$ cat src/rtl/pic_pkg.sv
// Shared constants for the PIC16F84-style execution core.
// Covers the instruction classes, the opcode nibbles, and the add/subtract flag helper.
package pic_pkg;

  localparam int unsigned WIDTH      = 8;
  localparam int unsigned NUM_PHASES = 4;
  localparam int unsigned PHASE_BITS = 2;

  typedef enum logic [1:0] {
    TYPE_BYTE = 2'b00,
    TYPE_BIT  = 2'b01,
    TYPE_CTRL = 2'b10,
    TYPE_LIT  = 2'b11
  } op_type_e;

  // Byte-oriented operations
  localparam logic [3:0] OP_MOVWF  = 4'h0;
  localparam logic [3:0] OP_CLR    = 4'h1;
  localparam logic [3:0] OP_SUBWF  = 4'h2;
  localparam logic [3:0] OP_DECF   = 4'h3;
  localparam logic [3:0] OP_IORWF  = 4'h4;
  localparam logic [3:0] OP_ANDWF  = 4'h5;
  localparam logic [3:0] OP_XORWF  = 4'h6;
  localparam logic [3:0] OP_ADDWF  = 4'h7;
  localparam logic [3:0] OP_MOVF   = 4'h8;
  localparam logic [3:0] OP_COMF   = 4'h9;
  localparam logic [3:0] OP_INCF   = 4'hA;
  localparam logic [3:0] OP_DECFSZ = 4'hB;
  localparam logic [3:0] OP_RRF    = 4'hC;
  localparam logic [3:0] OP_RLF    = 4'hD;
  localparam logic [3:0] OP_SWAPF  = 4'hE;
  localparam logic [3:0] OP_INCFSZ = 4'hF;

  // Bit-oriented operations, selected by opcode[3:2]
  localparam logic [1:0] BOP_BCF   = 2'b00;
  localparam logic [1:0] BOP_BSF   = 2'b01;
  localparam logic [1:0] BOP_BTFSC = 2'b10;
  localparam logic [1:0] BOP_BTFSS = 2'b11;

  // Literal operations with a full nibble encoding
  localparam logic [3:0] OP_IORLW = 4'h8;
  localparam logic [3:0] OP_ANDLW = 4'h9;
  localparam logic [3:0] OP_XORLW = 4'hA;

  typedef struct packed {
    logic [WIDTH-1:0] sum;
    logic             c;
    logic             dc;
  } add_res_t;

  // Subtraction a - b is add_with_flags(a, ~b, 1): c and dc then read as "no borrow".
  function automatic add_res_t add_with_flags(input logic [WIDTH-1:0] a,
                                              input logic [WIDTH-1:0] b,
                                              input logic             cin);
    logic [WIDTH:0] full;
    logic [4:0]     nib;
    add_res_t       r;
    full  = {1'b0, a} + {1'b0, b} + {{WIDTH{1'b0}}, cin};
    nib   = {1'b0, a[3:0]} + {1'b0, b[3:0]} + {4'b0000, cin};
    r.sum = full[WIDTH-1:0];
    r.c   = full[WIDTH];
    r.dc  = nib[4];
    return r;
  endfunction

endpackage

$ cat src/rtl/pic_phase_gen.sv
// Four-phase strobe generator: a rotating one-hot Q1..Q4 strobe, one master clock per phase.
// strobe_o[0] is Q1, strobe_o[3] is Q4.
module pic_phase_gen
  import pic_pkg::*;
(
  input  logic                  clk_i,
  input  logic                  rst_i,
  output logic [NUM_PHASES-1:0] strobe_o
);

  logic [PHASE_BITS-1:0] cnt_q, cnt_d;
  logic [NUM_PHASES-1:0] strobe_q, strobe_d;

  // The counter leads the strobe by one edge, so the first edge out of reset raises Q1.
  always_comb begin
    cnt_d    = cnt_q + PHASE_BITS'(1);
    strobe_d = NUM_PHASES'(1) << cnt_q;
  end

  always_ff @(posedge clk_i) begin
    if (rst_i) begin
      cnt_q    <= '0;
      strobe_q <= '0;
    end else begin
      cnt_q    <= cnt_d;
      strobe_q <= strobe_d;
    end
  end

  assign strobe_o = strobe_q;

endmodule

$ cat src/rtl/pic_exec_core.sv
// PIC16F84-style execution core: phase strobes, opcode decode, and the 8-bit ALU.
// Results and the Z/C/DC/skip flags are registered on the Q3 (clk_alu) phase.
module pic_exec_core #(
  parameter int unsigned WIDTH = 8
) (
  input  logic             master_clk,
  input  logic             reset,
  input  logic [5:0]       full_opcode,
  input  logic             enable_instr_reg,
  input  logic [WIDTH-1:0] w_in,
  input  logic [WIDTH-1:0] alu_in,
  output logic             clk_pc,
  output logic             clk_instruction_memory,
  output logic             clk_alu,
  output logic             clk_registers,
  output logic [1:0]       type_opcode,
  output logic [3:0]       opcode,
  output logic [WIDTH-1:0] alu_out,
  output logic             status_z,
  output logic             status_c,
  output logic             status_dc,
  output logic             skip
);
  import pic_pkg::*;

  logic [NUM_PHASES-1:0] phase;

  pic_phase_gen u_phase_gen (
    .clk_i    (master_clk),
    .rst_i    (reset),
    .strobe_o (phase)
  );

  assign clk_pc                 = phase[0];
  assign clk_instruction_memory = phase[1];
  assign clk_alu                = phase[2];
  assign clk_registers          = phase[3];

  op_type_e   op_type;
  logic [3:0] op;

  assign type_opcode = full_opcode[5:4];
  assign opcode      = full_opcode[3:0];
  assign op_type     = op_type_e'(full_opcode[5:4]);
  assign op          = full_opcode[3:0];

  add_res_t         add_fw, sub_fw;
  logic [WIDTH-1:0] inc_f, dec_f;
  logic [2:0]       bit_idx;
  logic [WIDTH-1:0] bit_mask;
  logic             bit_val;

  assign add_fw   = add_with_flags(alu_in, w_in, 1'b0);
  assign sub_fw   = add_with_flags(alu_in, ~w_in, 1'b1);
  assign inc_f    = alu_in + WIDTH'(1);
  assign dec_f    = alu_in - WIDTH'(1);
  assign bit_idx  = {op[1:0], enable_instr_reg};
  assign bit_mask = WIDTH'(1) << bit_idx;
  assign bit_val  = alu_in[bit_idx];

  logic [WIDTH-1:0] alu_out_q, alu_out_d;
  logic             z_q, z_d, c_q, c_d, dc_q, dc_d, skip_q, skip_d;
  logic             load, set_z;

  always_comb begin
    alu_out_d = alu_out_q;
    z_d       = z_q;
    c_d       = c_q;
    dc_d      = dc_q;
    skip_d    = 1'b0;
    load      = 1'b1;
    set_z     = 1'b0;

    unique case (op_type)
      TYPE_BYTE: begin
        unique case (op)
          OP_MOVWF: begin
            // d = 0 is NOP: nothing loads, including skip.
            if (enable_instr_reg) begin
              alu_out_d = w_in;
              set_z     = 1'b1;
            end else begin
              load = 1'b0;
            end
          end
          OP_CLR: begin
            alu_out_d = '0;
            set_z     = 1'b1;
          end
          OP_SUBWF: begin
            alu_out_d = sub_fw.sum;
            c_d       = sub_fw.c;
            dc_d      = sub_fw.dc;
            set_z     = 1'b1;
          end
          OP_DECF: begin
            alu_out_d = dec_f;
            set_z     = 1'b1;
          end
          OP_IORWF: begin
            alu_out_d = alu_in | w_in;
            set_z     = 1'b1;
          end
          OP_ANDWF: begin
            alu_out_d = alu_in & w_in;
            set_z     = 1'b1;
          end
          OP_XORWF: begin
            alu_out_d = alu_in ^ w_in;
            set_z     = 1'b1;
          end
          OP_ADDWF: begin
            alu_out_d = add_fw.sum;
            c_d       = add_fw.c;
            dc_d      = add_fw.dc;
            set_z     = 1'b1;
          end
          OP_MOVF: begin
            alu_out_d = alu_in;
            set_z     = 1'b1;
          end
          OP_COMF: begin
            alu_out_d = ~alu_in;
            set_z     = 1'b1;
          end
          OP_INCF: begin
            alu_out_d = inc_f;
            set_z     = 1'b1;
          end
          OP_DECFSZ: begin
            alu_out_d = dec_f;
            skip_d    = (dec_f == '0);
          end
          OP_RRF: begin
            alu_out_d = {c_q, alu_in[WIDTH-1:1]};
            c_d       = alu_in[0];
          end
          OP_RLF: begin
            alu_out_d = {alu_in[WIDTH-2:0], c_q};
            c_d       = alu_in[WIDTH-1];
          end
          OP_SWAPF: alu_out_d = {alu_in[3:0], alu_in[7:4]};
          OP_INCFSZ: begin
            alu_out_d = inc_f;
            skip_d    = (inc_f == '0);
          end
        endcase
      end
      TYPE_BIT: begin
        unique case (op[3:2])
          BOP_BCF:   alu_out_d = alu_in & ~bit_mask;
          BOP_BSF:   alu_out_d = alu_in | bit_mask;
          BOP_BTFSC: begin
            alu_out_d = alu_in;
            skip_d    = ~bit_val;
          end
          BOP_BTFSS: begin
            alu_out_d = alu_in;
            skip_d    = bit_val;
          end
        endcase
      end
      TYPE_CTRL: ;
      TYPE_LIT: begin
        unique casez (op)
          4'b00??, 4'b01??: alu_out_d = alu_in;
          OP_IORLW: begin
            alu_out_d = alu_in | w_in;
            set_z     = 1'b1;
          end
          OP_ANDLW: begin
            alu_out_d = alu_in & w_in;
            set_z     = 1'b1;
          end
          OP_XORLW: begin
            alu_out_d = alu_in ^ w_in;
            set_z     = 1'b1;
          end
          // Unassigned encoding behaves as a plain literal move.
          4'b1011: alu_out_d = alu_in;
          4'b110?: begin
            alu_out_d = sub_fw.sum;
            c_d       = sub_fw.c;
            dc_d      = sub_fw.dc;
            set_z     = 1'b1;
          end
          4'b111?: begin
            alu_out_d = add_fw.sum;
            c_d       = add_fw.c;
            dc_d      = add_fw.dc;
            set_z     = 1'b1;
          end
        endcase
      end
    endcase

    if (set_z) begin
      z_d = (alu_out_d == '0);
    end
  end

  always_ff @(posedge master_clk) begin
    if (reset) begin
      alu_out_q <= '0;
      z_q       <= 1'b0;
      c_q       <= 1'b0;
      dc_q      <= 1'b0;
      skip_q    <= 1'b0;
    end else if (clk_alu && load) begin
      alu_out_q <= alu_out_d;
      z_q       <= z_d;
      c_q       <= c_d;
      dc_q      <= dc_d;
      skip_q    <= skip_d;
    end
  end

  assign alu_out   = alu_out_q;
  assign status_z  = z_q;
  assign status_c  = c_q;
  assign status_dc = dc_q;
  assign skip      = skip_q;

endmodule

$ cat config.mk
export PLATFORM = sky130hd
export DESIGN_NAME = pic_exec_core
export DESIGN_NICKNAME = d
export VERILOG_FILES = /design/src/rtl/pic_pkg.sv /design/src/rtl/pic_phase_gen.sv /design/src/rtl/pic_exec_core.sv
export SDC_FILE = /design/constraint.sdc
export NUM_CORES = 1
export LEC_CHECK = 0
export ABC_AREA = 1
export ABC_CLOCK_PERIOD_IN_PS = 4600
export BUFFER_PORTS_ARGS = -buffer_cell sky130_fd_sc_hd__clkbuf_2
export CAP_MARGIN = 20
export CORE_MARGIN = 2
export CORE_UTILIZATION = 60
export DETAILED_ROUTE_END_ITERATION = 16
export PLACE_DENSITY_LB_ADDON = 0.08
export SLEW_MARGIN = 20
export SYNTH_ARGS = -nofsm -noshare
export SYNTH_HDL_FRONTEND = slang
export SYNTH_SLANG_ARGS = --single-unit
export TNS_END_PERCENT = 30
$ cat constraint.sdc
create_clock -name master_clk -period 4.6 [get_ports master_clk]
set_clock_uncertainty 0.2 [all_clocks]
set_input_delay 0.69 -clock master_clk [delete_from_list [all_inputs] [get_ports master_clk]]
set_output_delay 0.69 -clock master_clk [all_outputs]
set_load 0.1 [all_outputs]
# Yosys cells after proc, flatten, opt, wreduce, memory -nomap -nowiden
# Index checks and enable logic that the tools add are counted.
[word_totals]
reg_bits = 18
latch_bits = 0
ramBits = 0
mem_bits_ro = 0
in_bits = 25
wordCells = 92
mem_count = 0
[op_classes]
n_addsub = 9
multipliers = 0
div_mod_pow = 0
magnitude_cmp = 1
eq_ne = 25
n_shift = 2
muxes = 22
n_bitwise = 9
n_reduce_logical = 17
[op_table]
columns = ["cell", "n"]
rows = [
  ["$pmux W8 S14", 1],
  ["$pmux W8 S3", 2],
  ["$pmux W8 S6", 1],
  ["$eq A4 B4 Y1 const B", 8],
  ["$logic_not A8 Y1", 3],
  ["$not A8 Y8", 3],
  ["$pmux W1 S2", 10],
  ["$add A8 B8 Y9", 2],
  ["$and A8 B8 Y8", 2],
  ["$eq A4 B3 Y1 const B", 4],
  ["$or A8 B8 Y8", 2],
  ["$add A4 B4 Y5", 2],
  ["$reduce_or A10 Y1", 1],
  ["$add A9 B1 Y9 const B", 1],
  ["$add A8 B1 Y8 const B", 1],
  ["$eq A4 B2 Y1 const B", 2],
  ["$mux W8", 1],
  ["$reduce_and A4 Y1", 2],
  ["$shl A1 B3 Y8 const A", 1],
  ["$sub A8 B1 Y8 const B", 1],
  ["$xor A8 B8 Y8", 1],
  ["$eq A2 B2 Y1 const B", 3],
  ["$eq A3 B3 Y1 const B", 2],
  ["$ne A3 B3 Y1 const B", 2],
  ["other kinds (19)", 27],
]

# Logic depth before layout (Yosys ltp)
# Gate-level depths: netlist of the first run.
[logic_depth]
word_depth = 6
ltp_mapped = 19

# Hierarchy
# From an unflattened synthesis of the first run, not the netlist that was laid out.
[hier_totals]
cells_unflattened = 728
hier_area_um2 = 3976.3
[modules_own_cells]
columns = ["module", "instances", "cells_per_inst", "area_per_inst_um2", "seq_area_each_um2"]
rows = [
  ["pic_exec_core", 1, 711, 3809.9, 240.2],
  ["pic_phase_gen", 1, 17, 166.4, 120.1],
]

# Worst setup path before layout of the first run
# OpenSTA, ideal clock, no wires.
[synth_timing]
kind = "input-to-reg"
startpoint = "input alu_in[3]"
endpoint = "register c_q, in the netlist status_c"
arrival_time_ns = 2.653
t_required_ns = 4.284
setup_slack_ns = 1.631
stages = 17
n_path_buf = 2
path_cell_list = "buf_2 -> clkinv_1 -> ha_1 -> buf_2 -> inv_1 -> a21oi_1 -> nand2_1 -> nand2_1 -> nand2_1 -> nand2_1 -> nand2_1 -> a21oi_1 -> nor3_1 -> o21ai_0 -> a21oi_1 -> a21oi_1 -> nor2_1"
[synth_via]
elab_chain_len = 4
word_cells_on_any_way = 6
cone_classes = "add/sub: 3; mux: 3"
[synth_rtl]
columns = ["element", "line_no", "source"]
rows = [
  ["from (decl)", "pic_exec_core.sv:11", "input logic [WIDTH-1:0] alu_in,"],
  ["$add A8 B8 Y9", "pic_pkg.sv:58", "full = {1'b0, a} + {1'b0, b} + {{WIDTH{1'b0}}, cin};"],
  ["$add A9 B1 Y9", "pic_pkg.sv:58", ""],
  ["$pmux W1 S4 / $pmux W1 S2 (equally long branches)", "pic_exec_core.sv:76, pic_exec_core.sv:165", ""],
  ["$pmux W1 S2 (*)", "pic_exec_core.sv:74", "unique case (op_type)"],
  ["to (signal assigned)", "pic_exec_core.sv:206", "c_q <= 1'b0;"],
  ["to (signal assigned)", "pic_exec_core.sv:212", "c_q <= c_d;"],
  ["to (decl)", "pic_exec_core.sv:62", "logic z_q, z_d, c_q, c_d, dc_q, dc_d, skip_q, skip_d;"],
]
# Mark *: on every way between the ends. The rest lies on a longest branch, timed or not.
# A chain may end at the register's enable or synchronous reset.

# Worst setup path in the final report of the first run
[layout_timing]
startpoint = "input alu_in[3]"
endpoint = "register z_q, in the netlist status_z"
[layout_via]
elab_chain_len = 5
word_cells_on_any_way = 16
cone_classes = "add/sub: 5; mux: 4; bitwise: 6; reduce/logical: 1"
[layout_rtl]
columns = ["element", "line_no", "source"]
rows = [
  ["$add A8 B8 Y9", "pic_pkg.sv:58", ""],
  ["$add A9 B1 Y9", "pic_pkg.sv:58", ""],
  ["$pmux W8 S14 / $pmux W8 S6 (equally long branches)", "pic_exec_core.sv:76, pic_exec_core.sv:165", ""],
  ["$pmux W8 S3 (*)", "pic_exec_core.sv:74", ""],
  ["$logic_not A8 Y1 (*)", "pic_exec_core.sv:198", "z_d = (alu_out_d == '0);"],
  ["to (signal assigned)", "pic_exec_core.sv:211", "z_q <= z_d;"],
  ["to (decl)", "pic_exec_core.sv:62", ""],
]
# Marks and branches as above.

==> results by group, run 1 <==
Run status
  • Status: complete, no violations

Worst setup path
  • CP Capture Type: flip-flop
  • Crit path top cell by count: nand2_1
  • Slowest stage delay, CP: about 0.6 ns
  • Setup slack, reg-to-reg: 2.60 ns
  • Critical-path cell list: clkbuf_2, clkinv_1, ha_1, inv_1, a21oi_1, nand3_1, nand3_1, nand2_1, nor2_1, nand3_1, nand2_1, nand2_1, nand2_1, nand2_1, nor2_1, nand4_1, a21oi_1
  • Reg2Reg Depth: 11
  • Critical path class: in -> reg
  • RR Endpoint: status_z
  • Worst Setup Start Kind: input port
  • Crit path max-delay family: simple AND/OR/NAND/NOR gates
  • Worst path required time: between 4 and 5 ns
  • Max FO, Critical Path: 12
  • Worst path bufs/invs: 3
  • CP Data Arrival Time: 3.71 ns
  • WP depth: 17
  • Worst Setup SP: alu_in[3]
  • Crit-path slowest cell: ha_1
  • Reg2reg start: alu_out[1]

Clocking
  • Worst-Skew Late Latency: 0.26 ns
  • Post-CTS Resized: 0
  • Post-CTS Setup Bufs: 0
  • Htree depth: 1
  • Root Buffer: clkbuf_8
  • TritonCTS Buffers: 3
  • Clock-pin slew on the worst setup and hold paths: approximately 0.070 ns
  • Clock Sink Count: 18
  • CTS tree: yes
  • Hold_buf cts: 0
  • Clock Tree Buf Depth: 2

Pwr
  • PwrDens: between 150 and 200 mW/mm2
  • Maximum vdd drop: 0.000310 V
  • Total power: slightly above 0.7 mW
  • Static leakage: about 2.1 nW

Routing
  • Pre-Repair DR Iteration Count: 6
  • Final wirelength: between 15 and 20 mm
  • DR top layer: met4
  • Routed Antenna Nets: 0
  • Met2 wire length: 6.46 mm
  • Vias/cell: 6.41
  • Vias: 5195
  • Post-DR wirelength/cell: roughly 19 um
  • Met3 wire len: 2.08 mm
  • DRT met1 WL: 5.56 mm
  • Initial DRC Count: between 900 and 1000
  • DR DRC count: 0

STA
  • Final Hold Fails: 0
  • Final Max Slew Viols: 0
  • Min cycle time layout: between 3 and 4 ns
  • Worst slew pin tran: roughly 0.89 ns
  • Slew HR: 40.2%
  • Final Setup Violations: 0
  • RSZ-0062 raised after global routing: false
  • TNS Setup: 0 ns
  • Max Fclk: about 0.27 GHz
  • Final period util: between 80 and 90%

Floorplan
  • Die Ht: 82.8 um
  • I/O pin count: between 40 and 50
  • CORE AREA: just under 0.006 mm2
  • Initial Util: roughly 63%
  • Die area: approximately 0.007 mm2
  • Die W: between 80 and 90 um
  • Row Count: 28

Min path
  • HP Start: u_phase_gen.cnt_q[0]
  • WHS Path Cells: 1
  • Hold WC Path Type: reg -> reg
  • Hold Path Sink: u_phase_gen.strobe_o[2]

Synth
  • Synth cell types: 33
  • Top-area cell type share of the netlist area: between 20 and 25%
  • Mapped Nets: between 700 and 800
  • Post-Syn Area: 0.00373 mm2
  • Synth Instances: between 700 and 800
  • Flops & latches, synth: 18
  • Mean Syn Cell Area: roughly 5.2 um2
  • Area contributors post-synth: nand2_1 22%, ha_1 11%, nand3_1 10%
  • Area leader, netlist: nand2_1
  • Sequential fraction of the synthesis area: under 10%
  • Yosys warning count: 0

Placed design
  • Hpwl dp: about 12 mm
  • Gp weighted congestion: about 1.1
  • Port Buf Inserts: 46

Layout
  • # nets final: around 800
  • # diodes: 0
  • Most common cell after layout, fill and taps aside: nand2_1
  • Most frequent cells in the layout: 223 x nand2_1, 89 x nor2_1, 78 x nand3_1
  • Layout cell share with drive strength beyond 1: under 10%
  • Layout Area Growth over Synthesis: 6.61%

GRT
  • First-pass GRT wire length: around 24 mm
  • Largest net degree at the start of global routing: 16
  • Initial antenna violation count: 0
  • Tot GR Track Use: a little over two fifths
  • Overflow after GRT: 0
  • Vias in the first global route: around 5000

Flow run
  • Maximum capacitance violations: 0
[worst max-delay path by stage]
stage	slack (ns)	to
5_1_grt	0.69	status_z
2_1_floorplan	1.63	status_c
6_report	0.88	status_z
3_3_place_gp	1.0	status_c
4_1_cts	1.09	status_z
3_5_place_dp	0.92	status_c
[registers in the layout (all words and copies together) (netlist names)]
| signal | cells |
|---|---|
| alu_out | 8 |
| skip | 1 |
| status_c | 1 |
| status_dc | 1 |
| status_z | 1 |
| u_phase_gen.cnt_q | 2 |
| u_phase_gen.strobe_o | 4 |
[logic make-up after synthesis]
| kind of cell | synth area share [%] |
|---|---|
| AO/OA/AOI/OAI | 17.2 |
| XOR/XNOR | 1.18 |
| adder cells (fa/ha/maj) | 11.6 |
| buffers and inverters | 12.2 |
| flip-flops | 9.67 |
| AND/OR/NAND/NOR | 48.1 |
[report_power, final]
group | internal [mW] | switching (mW) | leakage, nW
combinational | 0.103 | 0.314 | 1.96
sequential | 0.164 | 0.00652 | 0.147
clock | 0.0761 | 0.0546 | 0.0288
total | 0.343 | 0.375 | 2.14
[synth_stat cells]
cell / instances
o21ai_0: 54
inv_2: 4
clkbuf_1: 8
inv_1: 75
o221ai_1: 2
o2111ai_1: 1
or2_2: 5
ha_1: 33
a21boi_0: 1
dfxtp_1: 18
a21oi_1: 40
xor2_1: 2
nand4_1: 19
o21ai_1: 1
a2111oi_0: 1
o21a_1: 2
nand3_1: 78
o22ai_1: 2
o32ai_1: 1
fa_1: 1
xnor2_1: 3
nand2_1: 223
nor2_2: 4
o211ai_1: 6
buf_2: 13
nor3_1: 5
nor4b_1: 1
a22oi_1: 4
buf_4: 6
nor2_4: 2
clkinv_1: 5
nor2_1: 89
a31oi_1: 2
[stage by stage]
step	utilization, %	cell area, um2	std cells	setup WS [ns]	hold WS, ns
after floorplan	-	3730	711	1.63	0.238
after global placement	65.8	3920	806	0.999	0.250
after detailed placement	65.8	3920	806	0.920	0.259
after CTS	66.7	3970	810	1.09	0.282
after global routing	66.7	3970	810	0.687	0.299
final	66.7	3970	810	0.876	0.281
[layout make-up]
type | instances | area [um2]
fill | 607 | 1980
timing repair buffer | 47 | 238
multi-input combinational | 582 | 2910
inverter | 84 | 315
tap | 75 | 93.8
sequential | 18 | 360
clock buffer | 4 | 55.1
[metal layers]
| metal | GRT usage, % | vias up |
|---|---|---|
| met5 | 0 | - |
| met4 | 29.5 | 0 |
| met3 | 11.1 | 116 |
| met2 | 66.3 | 437 |
| met1 | 54.1 | 2283 |
| li1 | - | 2359 |
Power figures use the tool's default switching activity.
==> run 2, diff against run 1 <==
- ABC_CLOCK_PERIOD_IN_PS: 4600 -> 3450
- clock period: 4.6 -> 3.45 ns (I/O delays scaled with it)
==> run 2 against run 1 <==
  * Wire length shrank 1.1%
  * Via count grew 3.7%
  * Non-clock buffer count grew 18
  * Sequential share of layout area shrank 0.30 points
  * Combinational power grew 38%
  * Register-to-register slack lost 0.92 ns
  * Sequential power grew 34%
  * Global-route usage shrank 0.32 points
  * Final cell count grew 2.2%
  * First-iteration DRC count shrank 15%
  * Setup slack lost 0.37 ns
  * Highest routed layer unchanged
==> results by group, run 2 (same netlist as run 1, synthesis figures left out) <==
Floorplan
  • Initial Util: 62.6% (unchanged)
  • CORE AREA: 0.00596 mm2 (unchanged)
  • Row Count: 28 (unchanged)
  • Die area: 0.00686 mm2 (unchanged)
  • Die Ht: 82.8 um (unchanged)
  • I/O pin count: 47 (unchanged)
  • Die W: 82.8 um (unchanged)

Layout
  • Most frequent cells in the layout: 223 x nand2_1, 89 x nor2_1, 78 x nand3_1 (unchanged)
  • # diodes: 0 (unchanged)
  • Multi-input gate area: 0.00291 mm2 (unchanged)
  • Final instance area: 0.00411 mm2 (was 0.00397 mm2)
  • Layout cell share with drive strength beyond 1: 11.2% (was 8.98%)
  • Util after Layout: 69.0% (was 66.7%)
  • Layout fillers: 611 (was 607)
  • Most common cell after layout, fill and taps aside: nand2_1 (unchanged)
  • Sequential cell area: 360 um2 (unchanged)
  • Layout Area Growth over Synthesis: 10.2% (was 6.61%)
  • Largest register FFs: 8 (unchanged)
  • # nets final: 813 (was 795)

Worst setup path
  • CP Capture Type: flip-flop (unchanged)
  • Worst path required time: 3.44 ns (was 4.58 ns)
  • CP Data Arrival Time: 2.93 ns (was 3.71 ns)
  • Critical path class: in -> reg (unchanged)
  • Reg2reg start: status_c (was alu_out[1])
  • Max FO, Critical Path: 10 (was 12)
  • Worst Setup SP: alu_in[0] (was alu_in[3])
  • Worst Setup Start Kind: input port (unchanged)

STA
  • Worst slew pin tran: 0.694 ns (was 0.894 ns)
  • Slew HR: 53.5% (was 40.2%)
  • TNS Setup: 0 ns (unchanged)
  • Final Max Slew Viols: 0 (unchanged)
  • Final period util: a little under nine tenths
  • Final Hold Fails: 0 (unchanged)
  • Final Setup Violations: 0 (unchanged)
  • Max Fclk: 0.340 GHz
  • RSZ-0062 raised after global routing: false (unchanged)
  • Worst setup margin: 0.507 ns (was 0.876 ns)
  • Min cycle time layout: 2.94 ns

Clocking
  • TritonCTS Buffers: 3 (unchanged)
  • Root Buffer: clkbuf_8 (unchanged)
  • Post-CTS Resized: 0 (unchanged)
  • Clock-pin slew on the worst setup and hold paths: 0.06 ns (was 0.07 ns)
  • Clock Tree Buf Depth: 2 (unchanged)
  • Clock Sink Count: 18 (unchanged)
  • CTS tree: yes (unchanged)
  • Post-CTS Setup Bufs: 0 (unchanged)
  • Hold_buf cts: 0 (unchanged)
  • Htree depth: 1 (unchanged)
  • Worst-Skew Late Latency: 0.26 ns (about the same)

Placed design
  • Port Buf Inserts: 46 (unchanged)
  • Gp weighted congestion: 1.18 (was 1.11)
  • Hpwl dp: 11.6 mm (was 11.7 mm)
  • Place WS: 0.373 ns (was 0.920 ns)
  • Post-place instance area: 0.00405 mm2 (was 0.00392 mm2)

Routing
  • Vias: 5386 (was 5195)
  • Final wirelength: 15.2 mm (was 15.3 mm)
  • Pre-Repair DR Iteration Count: 8 (was 6)
  • Initial DRC Count: 775 (was 907)
  • Post-DR wirelength/cell: 18.3 um (was 18.9 um)
  • Vias/cell: 6.50 (was 6.41)
  • Routed Antenna Nets: 0 (unchanged)
  • DR DRC count: 0 (unchanged)

GRT
  • Initial antenna violation count: 0 (unchanged)
  • Tot GR Track Use: 43.4% (was 43.7%)
  • Largest net degree at the start of global routing: 16 (unchanged)
  • Overflow after GRT: 0 (unchanged)
  • First-pass GRT wire length: 24.4 mm (was 24.3 mm)
  • Vias in the first global route: 5026 (was 4891)

Pwr
  • Maximum vdd drop: 0.000299 V (was 0.000310 V)
  • PwrDens: 237 mW/mm2 (was 181 mW/mm2)
  • Static leakage: 2.23 nW (was 2.14 nW)
  • Total power: 0.974 mW (was 0.718 mW)

Flow run
  • Maximum capacitance violations: 0 (unchanged)

Min path
  • HP Start: u_phase_gen.cnt_q[1] (was u_phase_gen.cnt_q[0])
  • Hold WC Path Type: reg -> reg (unchanged)

Run status
  • Status: complete, no violations (unchanged)
-- run 2: cell count changes in the layout (fill, tap and decap cells not counted) --
cell,delta
buf_4,+18
-- run 2: critical path: stages --
cell	delay, ns
clkbuf_2	0.25
clkinv_1	0.14
ha_1	0.20
inv_1	0.14
fa_1	0.25
nand3_1	0.11
nand2_1	0.18
nand2_1	0.11
nand3_1	0.11
nand2_1	0.06
nor2_1	0.12
nand3_1	0.08
nand2_1	0.06
nand2_1	0.09
nand2_1	0.07
nand2_1	0.07
nor2_1	0.12
nand4_1	0.10
a21oi_1	0.13
-- run 2: cell type report --
| cell class | count | share of cell area (%) |
|---|---|---|
| multi-input combinational | 582 | 70.9 |
| timing repair buffer | 65 | 9.07 |
| sequential | 18 | 8.77 |
| inverter | 84 | 7.67 |
| tap | 75 | 2.28 |
| clock buffer | 4 | 1.34 |
-- run 2: power breakdown --
| group | switching (mW) | internal (mW) |
|---|---|---|
| clock | 0.0707 | 0.101 |
| sequential | 0.00854 | 0.218 |
| combinational | 0.425 | 0.151 |
-- run 2: per-layer routing --
layer,share of wire [%],wire length (um),track usage [%]
met5,0,0,0
met3,15,2270,9.94
met4,8.1,1240,27.9
met1,36,5400,54.4
met2,41,6280,66.5
-- run 2: path summary, 6_finish.rpt --
| path | cells after the start | slack (ns) | end |
|---|---|---|---|
| max | 19 | 0.51 | status_z |
| min | 1 | 0.29 | u_phase_gen.strobe_o[1] |
| max reg2reg | 11 | 1.68 | status_z |
| min reg2reg | 1 | 0.29 | u_phase_gen.strobe_o[1] |
-- run 2: through the flow --
stage,std cells,hold WS (ns)
after CTS,828,0.287
after detailed placement,824,0.275
final,828,0.291
after global routing,828,0.311
after global placement,824,0.251
after floorplan,711,0.238
==> run 3, diff against run 2 <==
--- a/config.mk
+++ b/config.mk
@@ -8,3 +8,3 @@
 export ABC_AREA = 1
-export ABC_CLOCK_PERIOD_IN_PS = 3450
+export ABC_CLOCK_PERIOD_IN_PS = 2700
 export BUFFER_PORTS_ARGS = -buffer_cell sky130_fd_sc_hd__clkbuf_2
@@ -12,3 +12,3 @@
 export CORE_MARGIN = 2
-export CORE_UTILIZATION = 60
+export CORE_UTILIZATION = 55
 export DETAILED_ROUTE_END_ITERATION = 16
==> constraint.sdc (replaced) <==
create_clock -name master_clk -period 2.7 [get_ports master_clk]
set_clock_uncertainty 0.2 [all_clocks]
set_input_delay 0.405 -clock master_clk [delete_from_list [all_inputs] [get_ports master_clk]]
set_output_delay 0.405 -clock master_clk [all_outputs]
set_load 0.005 [all_outputs]
==> run 3 against run 2 <==
  * Combinational power is 15% higher
  * Non-clock buffer count is 31 higher
  * Utilization shrank 3.8 points
  * Final cell count grew 4.3%
  * Clock power up 32%
  * Via count down 0.87%
  * Sequential power rose by 28%
  * Critical path depth down 1
  * Critical path type unchanged
  * Largest cell class unchanged
==> results by group, run 3 (same netlist as run 1, synthesis figures left out) <==
Run status
  • Status: complete, no violations (unchanged)

GRT
  • Overflow after GRT: 0 (unchanged)
  • Vias in the first global route: 4807 (was 5026)
  • Tot GR Track Use: 41.8% (was 43.4%)
  • First-pass GRT wire length: 24.5 mm (was 24.4 mm)
  • Initial antenna violation count: 0 (unchanged)
  • Largest net degree at the start of global routing: 16 (unchanged)

Clocking
  • Clock Sink Count: 18 (unchanged)
  • TritonCTS Buffers: 3 (unchanged)
  • Clock Tree Buf Depth: 2 (unchanged)
  • Hold_buf cts: 0 (unchanged)
  • Worst-Skew Late Latency: 0.26 ns (about the same)
  • Root Buffer: clkbuf_8 (unchanged)
  • Clock-pin slew on the worst setup and hold paths: 0.07 ns (was 0.06 ns)
  • Htree depth: 1 (unchanged)
  • CTS tree: yes (unchanged)

STA
  • Worst setup margin: 0.211 ns (was 0.507 ns)
  • TNS Setup: 0 ns (unchanged)
  • Max Fclk: between 0.4 and 0.5 GHz
  • Hold_ws: 0.210 ns (was 0.291 ns)
  • RSZ-0062 raised after global routing: false (unchanged)
  • Worst slew pin tran: 0.528 ns (was 0.694 ns)
  • Final Max Slew Viols: 0 (unchanged)
  • Final Hold Fails: 0 (unchanged)
  • Final period util: between 90% and 100%
  • Slew HR: 64.5% (was 53.5%)
  • Final Setup Violations: 0 (unchanged)
  • Min cycle time layout: 2.49 ns

Worst setup path
  • Critical path class: in -> reg (unchanged)
  • Reg2reg start: status_c (unchanged)
  • Reg2Reg Depth: 11 (unchanged)
  • Worst path required time: 2.69 ns (was 3.44 ns)
  • Worst Setup Start Kind: input port (unchanged)
  • CP Capture Type: flip-flop (unchanged)
  • Max FO, Critical Path: 7 (was 10)
  • CP Data Arrival Time: 2.48 ns (was 2.93 ns)
  • Setup slack, reg-to-reg: 0.90 ns (was 1.68 ns)
  • RR Endpoint: status_z (unchanged)

Routing
  • Vias/cell: 6.18 (was 6.50)
  • Initial DRC Count: 749 (was 775)
  • DR DRC count: 0 (unchanged)
  • Pre-Repair DR Iteration Count: 6 (was 8)
  • Final wirelength: 15.6 mm (was 15.2 mm)
  • Routed Antenna Nets: 0 (unchanged)
  • Post-DR wirelength/cell: 18.1 um (was 18.3 um)
  • Vias: 5339 (was 5386)

Layout
  • Layout Area Growth over Synthesis: 16.8% (was 10.2%)
  • Layout cell share with drive strength beyond 1: 14.8% (was 11.2%)
  • Most common cell after layout, fill and taps aside: nand2_1 (unchanged)
  • Most frequent cells in the layout: 223 x nand2_1, 89 x nor2_1, 78 x nand3_1 (unchanged)
  • Final instance area: 0.00435 mm2 (was 0.00411 mm2)
  • Largest register FFs: 8 (unchanged)
  • # diodes: 0 (unchanged)
  • # nets final: 844 (was 813)
  • Layout fillers: 710 (was 611)

Pwr
  • PwrDens: 271 mW/mm2 (was 237 mW/mm2)
  • Total power: 1.18 mW (was 0.974 mW)
  • Maximum vdd drop: 0.000429 V (was 0.000299 V)
  • Static leakage: 2.38 nW (was 2.23 nW)

Placed design
  • Post-place instance area: 0.00429 mm2 (was 0.00405 mm2)
  • Port Buf Inserts: 46 (unchanged)
  • Hpwl dp: 12.4 mm (was 11.6 mm)
  • Place WS: -0.0568 ns (was 0.373 ns)
  • Gp weighted congestion: 1.10 (was 1.18)

Floorplan
  • Row Count: 30 (was 28)
  • Initial Util: 55.8% (was 62.6%)
  • Die W: 86.3 um (was 82.8 um)
  • CORE AREA: 0.00668 mm2 (was 0.00596 mm2)
  • Die Ht: 86.3 um (was 82.8 um)
  • Die area: 0.00745 mm2 (was 0.00686 mm2)
  • I/O pin count: 47 (unchanged)

Min path
  • Hold WC Path Type: in -> reg (was reg -> reg)
  • WHS Path Cells: 2 (was 1)
  • Hold Path Sink: u_phase_gen.cnt_q[0] (was u_phase_gen.strobe_o[1])
  • HP Start: reset (was u_phase_gen.cnt_q[1])

Flow run
  • Maximum capacitance violations: 0 (unchanged)
## run 3: worst max-delay path by stage
stage,from,to,cells past startpoint
global route,alu_in[0],status_z,16
finish,w_in[2],status_z,18
CTS,alu_in[1],status_z,14
detailed placement,alu_in[1],status_z,14
floorplan,alu_in[3],status_c,17
global placement,alu_in[1],status_z,14
## run 3: final cells by class
| type | instances | area, um2 | area share [%] |
|---|---|---|---|
| Clock buffer | 4 | 55.1 | 1.26 |
| Inverter | 84 | 315 | 7.24 |
| Multi-Input combinational cell | 582 | 2920 | 67.0 |
| Sequential cell | 18 | 360 | 8.28 |
| Tap cell | 80 | 100 | 2.30 |
| Timing Repair Buffer | 96 | 606 | 13.9 |
## run 3: power by group
group	total (mW)	internal, mW	switching [mW]
Clock	0.227	0.130	0.0974
Combinational	0.663	0.223	0.440
Sequential	0.290	0.279	0.0113
Total	1.18	0.632	0.549
## run 3: timing repair
action,CTS,global route
gates resized for setup,0,1
buffers inserted,0,0
endpoints found under the setup margin,0,1
## run 3: per-stage QoR
step,utilization [%],cells
2_1_floorplan,-,711
3_3_place_gp,64.3,860
3_5_place_dp,64.3,860
4_1_cts,65.1,864
5_1_grt,65.1,864
6_report,65.1,864
## run 3: critical path, cell delays in order
cell      delay, ns
clkbuf_2       0.11
inv_1          0.06
ha_1           0.40
inv_1          0.17
nand3_1        0.11
nand2_1        0.13
nand2_1        0.08
nand3_1        0.11
nand2_1        0.07
nor2_1         0.13
nand3_1        0.10
nand2_1        0.07
nand2_1        0.05
nand2_1        0.05
nand2_1        0.07
nor2_1         0.14
nand4_1        0.10
a21oi_1        0.12
## run 3: routing by layer
layer  up-vias  part of all wire, %  GRT usage [%]
met2       417                   43           66.4
li1       2469                    -              -
met5         -                    0              0
met4         0                  5.9           18.3
met1      2349                   39           55.2
met3       104                   12           7.90
